===== config.mk =====
export PLATFORM = sky130hd
export DESIGN_NAME = afc_bsearch_ctrl
export DESIGN_NICKNAME = d
export VERILOG_FILES = /design/src/rtl/afc_pkg.sv /design/src/rtl/afc_settle_timer.sv /design/src/rtl/afc_bsearch_ctrl.sv
export SDC_FILE = /design/constraint.sdc
export NUM_CORES = 1
export LEC_CHECK = 0
export ABC_AREA = 1
export CAP_MARGIN = 10
export CORE_MARGIN = 2
export CORE_UTILIZATION = 55
export DETAILED_ROUTE_END_ITERATION = 12
export PLACE_DENSITY = 0.85
export REMOVE_ABC_BUFFERS = 1
export SLEW_MARGIN = 20
export SYNTH_ARGS = -nofsm -noshare
export SYNTH_HDL_FRONTEND = slang
export SYNTH_SLANG_ARGS = --single-unit

===== constraint.sdc =====
create_clock -name refclk -period 2.37 [get_ports refclk]
set_input_delay 0.474 -clock refclk [delete_from_list [all_inputs] [get_ports refclk]]
set_output_delay 0.474 -clock refclk [all_outputs]
set_load 0.05 [all_outputs]

===== src/rtl/afc_pkg.sv =====
// Shared types and helpers for the AFC binary-search controller and comparator stage.
package afc_pkg;

  typedef enum logic [1:0] {
    AFC_IDLE,
    AFC_SETTLE,
    AFC_MEASURE,
    AFC_DONE
  } afc_state_t;

  typedef enum logic [1:0] {
    CMP_EQ,
    CMP_DIV_FAST,
    CMP_REF_FAST
  } afc_cmp_t;

  // Bit position of the search midpoint (the first trial bit).
  function automatic int unsigned afc_mid_bit(input int unsigned width);
    return width - 1;
  endfunction

  // Bits needed to hold values 0 .. n-1 (at least one).
  function automatic int unsigned afc_cnt_width(input int unsigned n);
    return (n <= 1) ? 1 : $clog2(n);
  endfunction

  // Priority eq > div_fast > ref_fast; a result with no flag set counts as ref_fast.
  function automatic afc_cmp_t afc_cmp_decode(input logic eq, input logic div_fast,
                                              input logic ref_fast);
    if (eq)            return CMP_EQ;
    else if (div_fast) return CMP_DIV_FAST;
    else if (ref_fast) return CMP_REF_FAST;
    else               return CMP_REF_FAST;
  endfunction

endpackage


===== src/rtl/afc_settle_timer.sv =====
// Loadable down-counter; zero_o flags the terminal count and the counter parks there.
module afc_settle_timer #(
  parameter int unsigned WIDTH = 4
) (
  input  logic             clk_i,
  input  logic             rst_ni,
  input  logic             load_i,
  input  logic [WIDTH-1:0] load_val_i,
  output logic             zero_o
);

  logic [WIDTH-1:0] cnt_q, cnt_d;

  always_comb begin
    cnt_d = cnt_q;
    if (load_i)             cnt_d = load_val_i;
    else if (cnt_q != '0)   cnt_d = cnt_q - 1'b1;
  end

  always_ff @(posedge clk_i or negedge rst_ni) begin
    if (!rst_ni) cnt_q <= '0;
    else         cnt_q <= cnt_d;
  end

  assign zero_o = (cnt_q == '0);

endmodule


===== src/rtl/afc_bsearch_ctrl.sv =====
// AFC binary-search controller: one VCO code bit per measurement window, MSB first.
// Define AFC_TIMEOUT_EN to add the MEASURE watchdog that aborts with afc_fail.
module afc_bsearch_ctrl
  import afc_pkg::*;
#(
  parameter int unsigned CODE_WIDTH     = 8,
  parameter int unsigned SETTLE_CYCLES  = 4,
  parameter int unsigned TIMEOUT_CYCLES = 4096
) (
  input  logic                  refclk,
  input  logic                  rst_n,
  input  logic                  afctrigger,
  input  logic                  cmp_valid,
  input  logic                  ref_fast,
  input  logic                  div_fast,
  input  logic                  eq,
  output logic                  meas_start,
  output logic [CODE_WIDTH-1:0] control_code_out,
  output logic                  afc_status,
  output logic                  afc_busy,
  output logic                  afc_fail
);

  localparam int unsigned KW = afc_cnt_width(CODE_WIDTH);
`ifdef AFC_TIMEOUT_EN
  localparam int unsigned TW = afc_cnt_width((SETTLE_CYCLES > TIMEOUT_CYCLES + 1) ?
                                             SETTLE_CYCLES : TIMEOUT_CYCLES + 1);
  localparam logic [TW-1:0] TIMEOUT_LOAD = TW'(TIMEOUT_CYCLES - 1);
`else
  localparam int unsigned TW = afc_cnt_width(SETTLE_CYCLES);
`endif
  localparam logic [TW-1:0]         SETTLE_LOAD = TW'(SETTLE_CYCLES - 1);
  localparam logic [CODE_WIDTH-1:0] MID_CODE    = CODE_WIDTH'(1) << afc_mid_bit(CODE_WIDTH);
  localparam logic [KW-1:0]         K_INIT      = KW'(CODE_WIDTH - 1);

  if (SETTLE_CYCLES < 1 || TIMEOUT_CYCLES < 1) begin : g_bad_cfg
    $error("afc_bsearch_ctrl: SETTLE_CYCLES and TIMEOUT_CYCLES must be at least 1");
  end

  afc_state_t            state_q, state_d;
  logic [CODE_WIDTH-1:0] code_q, code_d;
  logic [KW-1:0]         k_q, k_d;
  logic                  meas_q, meas_d;
  logic                  status_q, status_d;
  logic                  busy_q, busy_d;
  logic                  fail_d;
  logic                  tmr_load, tmr_zero;
  logic [TW-1:0]         tmr_val;
  afc_cmp_t              cmp;

  // One timer serves both waits: SETTLE length on each code update, watchdog on entry to MEASURE.
  afc_settle_timer #(
    .WIDTH (TW)
  ) u_timer (
    .clk_i      (refclk),
    .rst_ni     (rst_n),
    .load_i     (tmr_load),
    .load_val_i (tmr_val),
    .zero_o     (tmr_zero)
  );

`ifdef AFC_TIMEOUT_EN
  logic fail_q;
`else
  logic fail_q;
  assign fail_q = 1'b0;
`endif

  always_ff @(posedge refclk or negedge rst_n) begin
    if (!rst_n) begin
      state_q  <= AFC_IDLE;
      code_q   <= MID_CODE;
      k_q      <= K_INIT;
      meas_q   <= 1'b0;
      status_q <= 1'b0;
      busy_q   <= 1'b0;
    end else begin
      state_q  <= state_d;
      code_q   <= code_d;
      k_q      <= k_d;
      meas_q   <= meas_d;
      status_q <= status_d;
      busy_q   <= busy_d;
    end
  end

`ifdef AFC_TIMEOUT_EN
  always_ff @(posedge refclk or negedge rst_n) begin
    if (!rst_n) fail_q <= 1'b0;
    else        fail_q <= fail_d;
  end
`endif

  always_comb begin
    state_d  = state_q;
    code_d   = code_q;
    k_d      = k_q;
    fail_d   = fail_q;
    tmr_load = 1'b0;
    tmr_val  = SETTLE_LOAD;
    cmp      = afc_cmp_decode(eq, div_fast, ref_fast);
    unique case (state_q)
      AFC_IDLE: begin
        if (afctrigger) begin
          state_d  = AFC_SETTLE;
          code_d   = MID_CODE;
          k_d      = K_INIT;
          fail_d   = 1'b0;
          tmr_load = 1'b1;
        end
      end
      AFC_SETTLE: begin
        if (!afctrigger) begin
          state_d = AFC_IDLE;
        end else if (tmr_zero) begin
          state_d = AFC_MEASURE;
`ifdef AFC_TIMEOUT_EN
          tmr_load = 1'b1;
          tmr_val  = TIMEOUT_LOAD;
`endif
        end
      end
      AFC_MEASURE: begin
        if (!afctrigger) begin
          state_d = AFC_IDLE;
        end else if (cmp_valid) begin
          if (cmp == CMP_EQ) begin
            state_d = AFC_DONE;
          end else begin
            if (cmp == CMP_DIV_FAST) code_d[k_q] = 1'b0;
            if (k_q != '0) begin
              code_d[k_q - 1'b1] = 1'b1;
              k_d      = k_q - 1'b1;
              state_d  = AFC_SETTLE;
              tmr_load = 1'b1;
            end else begin
              state_d = AFC_DONE;
            end
          end
        end
`ifdef AFC_TIMEOUT_EN
        else if (tmr_zero) begin
          state_d = AFC_DONE;
          fail_d  = 1'b1;
        end
`endif
      end
      AFC_DONE: begin
        if (!afctrigger) state_d = AFC_IDLE;
      end
      default: state_d = AFC_IDLE;
    endcase
  end

  always_comb begin
    meas_d   = (state_q == AFC_SETTLE) && (state_d == AFC_MEASURE);
    busy_d   = (state_d == AFC_SETTLE) || (state_d == AFC_MEASURE);
    status_d = (state_d == AFC_DONE) && !fail_d;
  end

  assign meas_start       = meas_q;
  assign control_code_out = code_q;
  assign afc_status       = status_q;
  assign afc_busy         = busy_q;
  assign afc_fail         = fail_q;

endmodule


==> flow_results.xml <==
<?xml version="1.0" encoding="UTF-8"?>
<metrics>
  <group name="detailed_routing">
    <metric name="drt_first_iter_violations" unit="">37</metric>
    <metric name="wl_per_cell" unit="um">10.8</metric>
    <metric name="first_pass_iters" unit="">4</metric>
    <metric name="ant_nets" unit="">0</metric>
    <metric name="drt-total-wl" unit="mm">2.14</metric>
    <metric name="remaining_drc_errors" unit="">0</metric>
    <metric name="dr_total_vias" unit="">981</metric>
    <metric name="detail_route.vias_per_cell" unit="">4.95</metric>
  </group>
  <group name="critical_path">
    <metric name="cp_slowest_stage_delay" unit="ns">0.80</metric>
    <metric name="worstPathMaxFanout" unit="">2</metric>
    <metric name="critPathKind" unit="">register to output pin</metric>
    <metric name="rrSetupSlack" unit="ns">0.63</metric>
    <metric name="cp.buffers_inverters" unit="">1</metric>
    <metric name="crit_slowest_cell" unit="">sky130_fd_sc_hd__clkdlybuf4s50_1</metric>
    <metric name="critPathLaunchType" unit="">register</metric>
    <metric name="cp_data_required_time" unit="ns">1.90</metric>
    <metric name="cp-end-kind" unit="">output pin</metric>
    <metric name="worst_ep_arrival_time" unit="ns">1.62</metric>
    <metric name="crit_family" unit="">buffers and inverters</metric>
    <metric name="cp_cell_sequence" unit="">clkdlybuf4s50_1</metric>
  </group>
  <group name="die">
    <metric name="placeableCoreArea" unit="um^2">1920</metric>
    <metric name="fp.dieH" unit="um">48.6</metric>
    <metric name="floorplan.io_pins" unit="">19</metric>
    <metric name="die_area" unit="um^2">2360</metric>
    <metric name="starting_utilization_of_the_core_area" unit="">0.570</metric>
    <metric name="dieWidth" unit="um">48.6</metric>
    <metric name="placement_rows" unit="">16</metric>
  </group>
  <group name="yosys">
    <metric name="netlist.area_leader.share" unit="">0.320</metric>
    <metric name="yosysUniqueCellTypes" unit="">21</metric>
    <metric name="post_synth_most_frequent_cells" unit="">sky130_fd_sc_hd__nand2_1 (60), sky130_fd_sc_hd__inv_1 (17), sky130_fd_sc_hd__nand3_1 (16)</metric>
    <metric name="synth-async-reset-ratio" unit="">1.00</metric>
    <metric name="synth_area_leaders" unit="">sky130_fd_sc_hd__dfrtp_1 (32%), sky130_fd_sc_hd__nand2_1 (21%), sky130_fd_sc_hd__dfstp_2 (9.6%)</metric>
    <metric name="yosys_warnings" unit="">0</metric>
    <metric name="yosysTopAreaCell" unit="">sky130_fd_sc_hd__dfrtp_1</metric>
    <metric name="synthFlopType" unit="">sky130_fd_sc_hd__dfrtp_1</metric>
    <metric name="synth_enable_flop_cells" unit="">0</metric>
    <metric name="synth-seq-area-share" unit="">0.416</metric>
    <metric name="netlist_area" unit="um^2">1090</metric>
    <metric name="most_repeated_cell_in_the_gate_level_netlist_after_synthesis" unit="">sky130_fd_sc_hd__nand2_1</metric>
    <metric name="syn_avg_cell_area" unit="um^2">7.20</metric>
    <metric name="synth-seq-cells" unit="">18</metric>
    <metric name="synthCells" unit="">152</metric>
  </group>
  <group name="cts">
    <metric name="clock_path_buffers" unit="">2</metric>
    <metric name="cells_resized_by_post_cts_repair" unit="">0</metric>
    <metric name="root_buffer" unit="">sky130_fd_sc_hd__clkbuf_4</metric>
    <metric name="cts_inserted_buffers" unit="">3</metric>
    <metric name="postCtsHoldBufs" unit="">0</metric>
    <metric name="cts_tree" unit="">done</metric>
    <metric name="insertion_delay" unit="ns">0.29</metric>
    <metric name="clkSlewWorstSetupHoldPaths" unit="ns">0.09</metric>
    <metric name="tritoncts_num_sinks" unit="">18</metric>
    <metric name="ctsHtreeMaxLevel" unit="">1</metric>
    <metric name="cts_setup_buffers" unit="">0</metric>
  </group>
  <group name="sta">
    <metric name="worst_slew_margin_rel" unit="">0.669</metric>
    <metric name="hold_violations" unit="">0</metric>
    <metric name="rsz_0062_raised_after_global_routing" unit="">false</metric>
    <metric name="setup_viol" unit="">0</metric>
    <metric name="worst-slew-pin-transition" unit="ns">0.496</metric>
    <metric name="maxClockFrequency" unit="MHz">477</metric>
    <metric name="worst_slack" unit="ns">0.273</metric>
    <metric name="drv_slew" unit="">0</metric>
    <metric name="period_needed" unit="ns">2.10</metric>
    <metric name="largest_clock_skew_in_the_final_design" unit="ns">0.00666</metric>
    <metric name="min_period_over_period" unit="">0.885</metric>
    <metric name="tns" unit="ns">0</metric>
  </group>
  <group name="pwr">
    <metric name="p_seq_frac" unit="">0.352</metric>
    <metric name="total_switching_power" unit="W">0.000668</metric>
    <metric name="power.combinational.fraction" unit="">0.516</metric>
    <metric name="pwr_per_cell_area" unit="nW/um^2">1070</metric>
    <metric name="switching_share" unit="">0.476</metric>
    <metric name="total_leakage_power" unit="nW">0.696</metric>
    <metric name="worst_ir_drop_on_vdd" unit="V">0.000670</metric>
    <metric name="power.share.clock" unit="">0.132</metric>
    <metric name="power_report.internal_total" unit="W">0.000736</metric>
  </group>
  <group name="place">
    <metric name="placement.io_buffers" unit="">16</metric>
    <metric name="place_ws" unit="ns">0.497</metric>
    <metric name="gp_routability_congestion" unit="">0.889</metric>
    <metric name="hpwl_after_detailed_placement" unit="mm">1.57</metric>
  </group>
  <group name="min_path">
    <metric name="min_path_type" unit="">register to register</metric>
  </group>
  <group name="grt">
    <metric name="grt_pass1_vias" unit="">893</metric>
    <metric name="leftover_overflow_at_the_end_of_global_routing" unit="">0</metric>
    <metric name="grt_start_max_net_pins" unit="">19</metric>
    <metric name="antenna_found_initial" unit="">0</metric>
    <metric name="grt_first_pass_wirelength" unit="mm">3.61</metric>
    <metric name="track_usage" unit="">0.190</metric>
  </group>
  <group name="finish">
    <metric name="num_antenna_cells" unit="">0</metric>
    <metric name="finalCoreUtilization" unit="">0.686</metric>
    <metric name="area_growth" unit="%">20.3</metric>
    <metric name="finish.net_count" unit="">183</metric>
    <metric name="post_route_cells_drive_above_1_share" unit="">0.129</metric>
  </group>
  <group name="run_status">
    <metric name="run_status" unit="">finished clean</metric>
  </group>
  <group name="job">
    <metric name="cap_violations" unit="">0</metric>
  </group>
</metrics>
-- flip-flops by register name, indices dropped and copies added, names as in the netlist --
name	count
meas_start	1
k_q	3
afc_status	1
state_q	2
control_code_out	8
afc_busy	1
u_timer.cnt_q	2
-- power groups by stage --
| stage | Clock [W] | Combinational [W] | Sequential, W |
|---|---|---|---|
| CTS | 0.000189 | 0.000717 | 0.000493 |
| finish | 0.000186 | 0.000724 | 0.000494 |
| global placement | 0 | 0.000692 | 0.000494 |
| global route | 0.000200 | 0.000809 | 0.000503 |
| floorplan | 0 | 0.000486 | 0.000554 |
| detailed placement | 0 | 0.000709 | 0.000498 |
-- kinds of logic (layout without fill, tap and decap cells) --
family          after synthesis  in the layout  synth area share
simple gates                 91             91             0.350
buf+inv                      24             43            0.0948
flops                        18             18             0.416
compound gates               14             14            0.0903
fa+ha+maj                     4              4            0.0457
other cells                   1              1           0.00343
-- worst register-to-register path, cell delays in order (launching register included) --
cell	delay (ns)
sky130_fd_sc_hd__dfstp_2	0.61
sky130_fd_sc_hd__inv_2	0.11
sky130_fd_sc_hd__ha_1	0.30
sky130_fd_sc_hd__nand2_1	0.10
sky130_fd_sc_hd__o21ai_1	0.06
sky130_fd_sc_hd__nand2_1	0.11
sky130_fd_sc_hd__inv_1	0.06
sky130_fd_sc_hd__ha_1	0.27
sky130_fd_sc_hd__inv_1	0.03
-- area by class of cell --
class | instances | area, um^2
tap | 27 | 33.8
multi-input combinational | 110 | 536
timing repair buffer | 17 | 168
fill | 163 | 604
inverter | 22 | 88.8
sequential | 18 | 455
clock buffer | 4 | 36.3
-- metal layers --
metal | global-route usage | vias to the layer above | share of wire
li1 | - | 510 | -
met1 | 0.254 | 445 | 0.49
met2 | 0.315 | 21 | 0.46
met3 | 0.0185 | 5 | 0.036
met4 | 0.0810 | 0 | 0.016
met5 | 0 | - | 0
-- path summary, 6_finish.rpt --
| kind | startpoint | end | depth (start not counted) |
|---|---|---|---|
| hold reg to reg | control_code_out[7]$_DFFE_PN1P_ | control_code_out[7]$_DFFE_PN1P_ | 2 |
| setup reg to reg | k_q[0]$_DFFE_PN1P_ | afc_busy$_DFF_PN0_ | 8 |
| max in group asynchronous | rst_n | control_code_out[7]$_DFFE_PN1P_ | 2 |
| min in group asynchronous | rst_n | meas_start$_DFF_PN0_ | 2 |
| setup / recovery | control_code_out[7]$_DFFE_PN1P_ | control_code_out[7] | 1 |
| hold / removal | control_code_out[7]$_DFFE_PN1P_ | control_code_out[7]$_DFFE_PN1P_ | 2 |
-- through the flow --
step	hold WS, ns	instance area [um^2]	power [W]	cells
after floorplan	0.178	1080	0.00104	150
after global placement	0.460	1280	0.00119	194
after detailed placement	0.459	1280	0.00121	194
after CTS	0.480	1320	0.00140	198
after global routing	0.507	1320	0.00151	198
final	0.478	1320	0.00140	198
-- layout by cell type (no fill, tap or decap), types with 3 or more instances in the layout --
master and n:
sky130_fd_sc_hd__inv_2 3, sky130_fd_sc_hd__nand2_1 60, sky130_fd_sc_hd__nand3_1 16, sky130_fd_sc_hd__inv_1 17
sky130_fd_sc_hd__o21ai_0 5, sky130_fd_sc_hd__clkdlybuf4s50_1 16, sky130_fd_sc_hd__clkbuf_4 3, sky130_fd_sc_hd__nor2_1 10
sky130_fd_sc_hd__ha_1 4, sky130_fd_sc_hd__dfrtp_1 14, sky130_fd_sc_hd__dfstp_2 4, sky130_fd_sc_hd__o21ai_1 3
sky130_fd_sc_hd__nand2_2 3
Power figures use the tool's default switching activity.
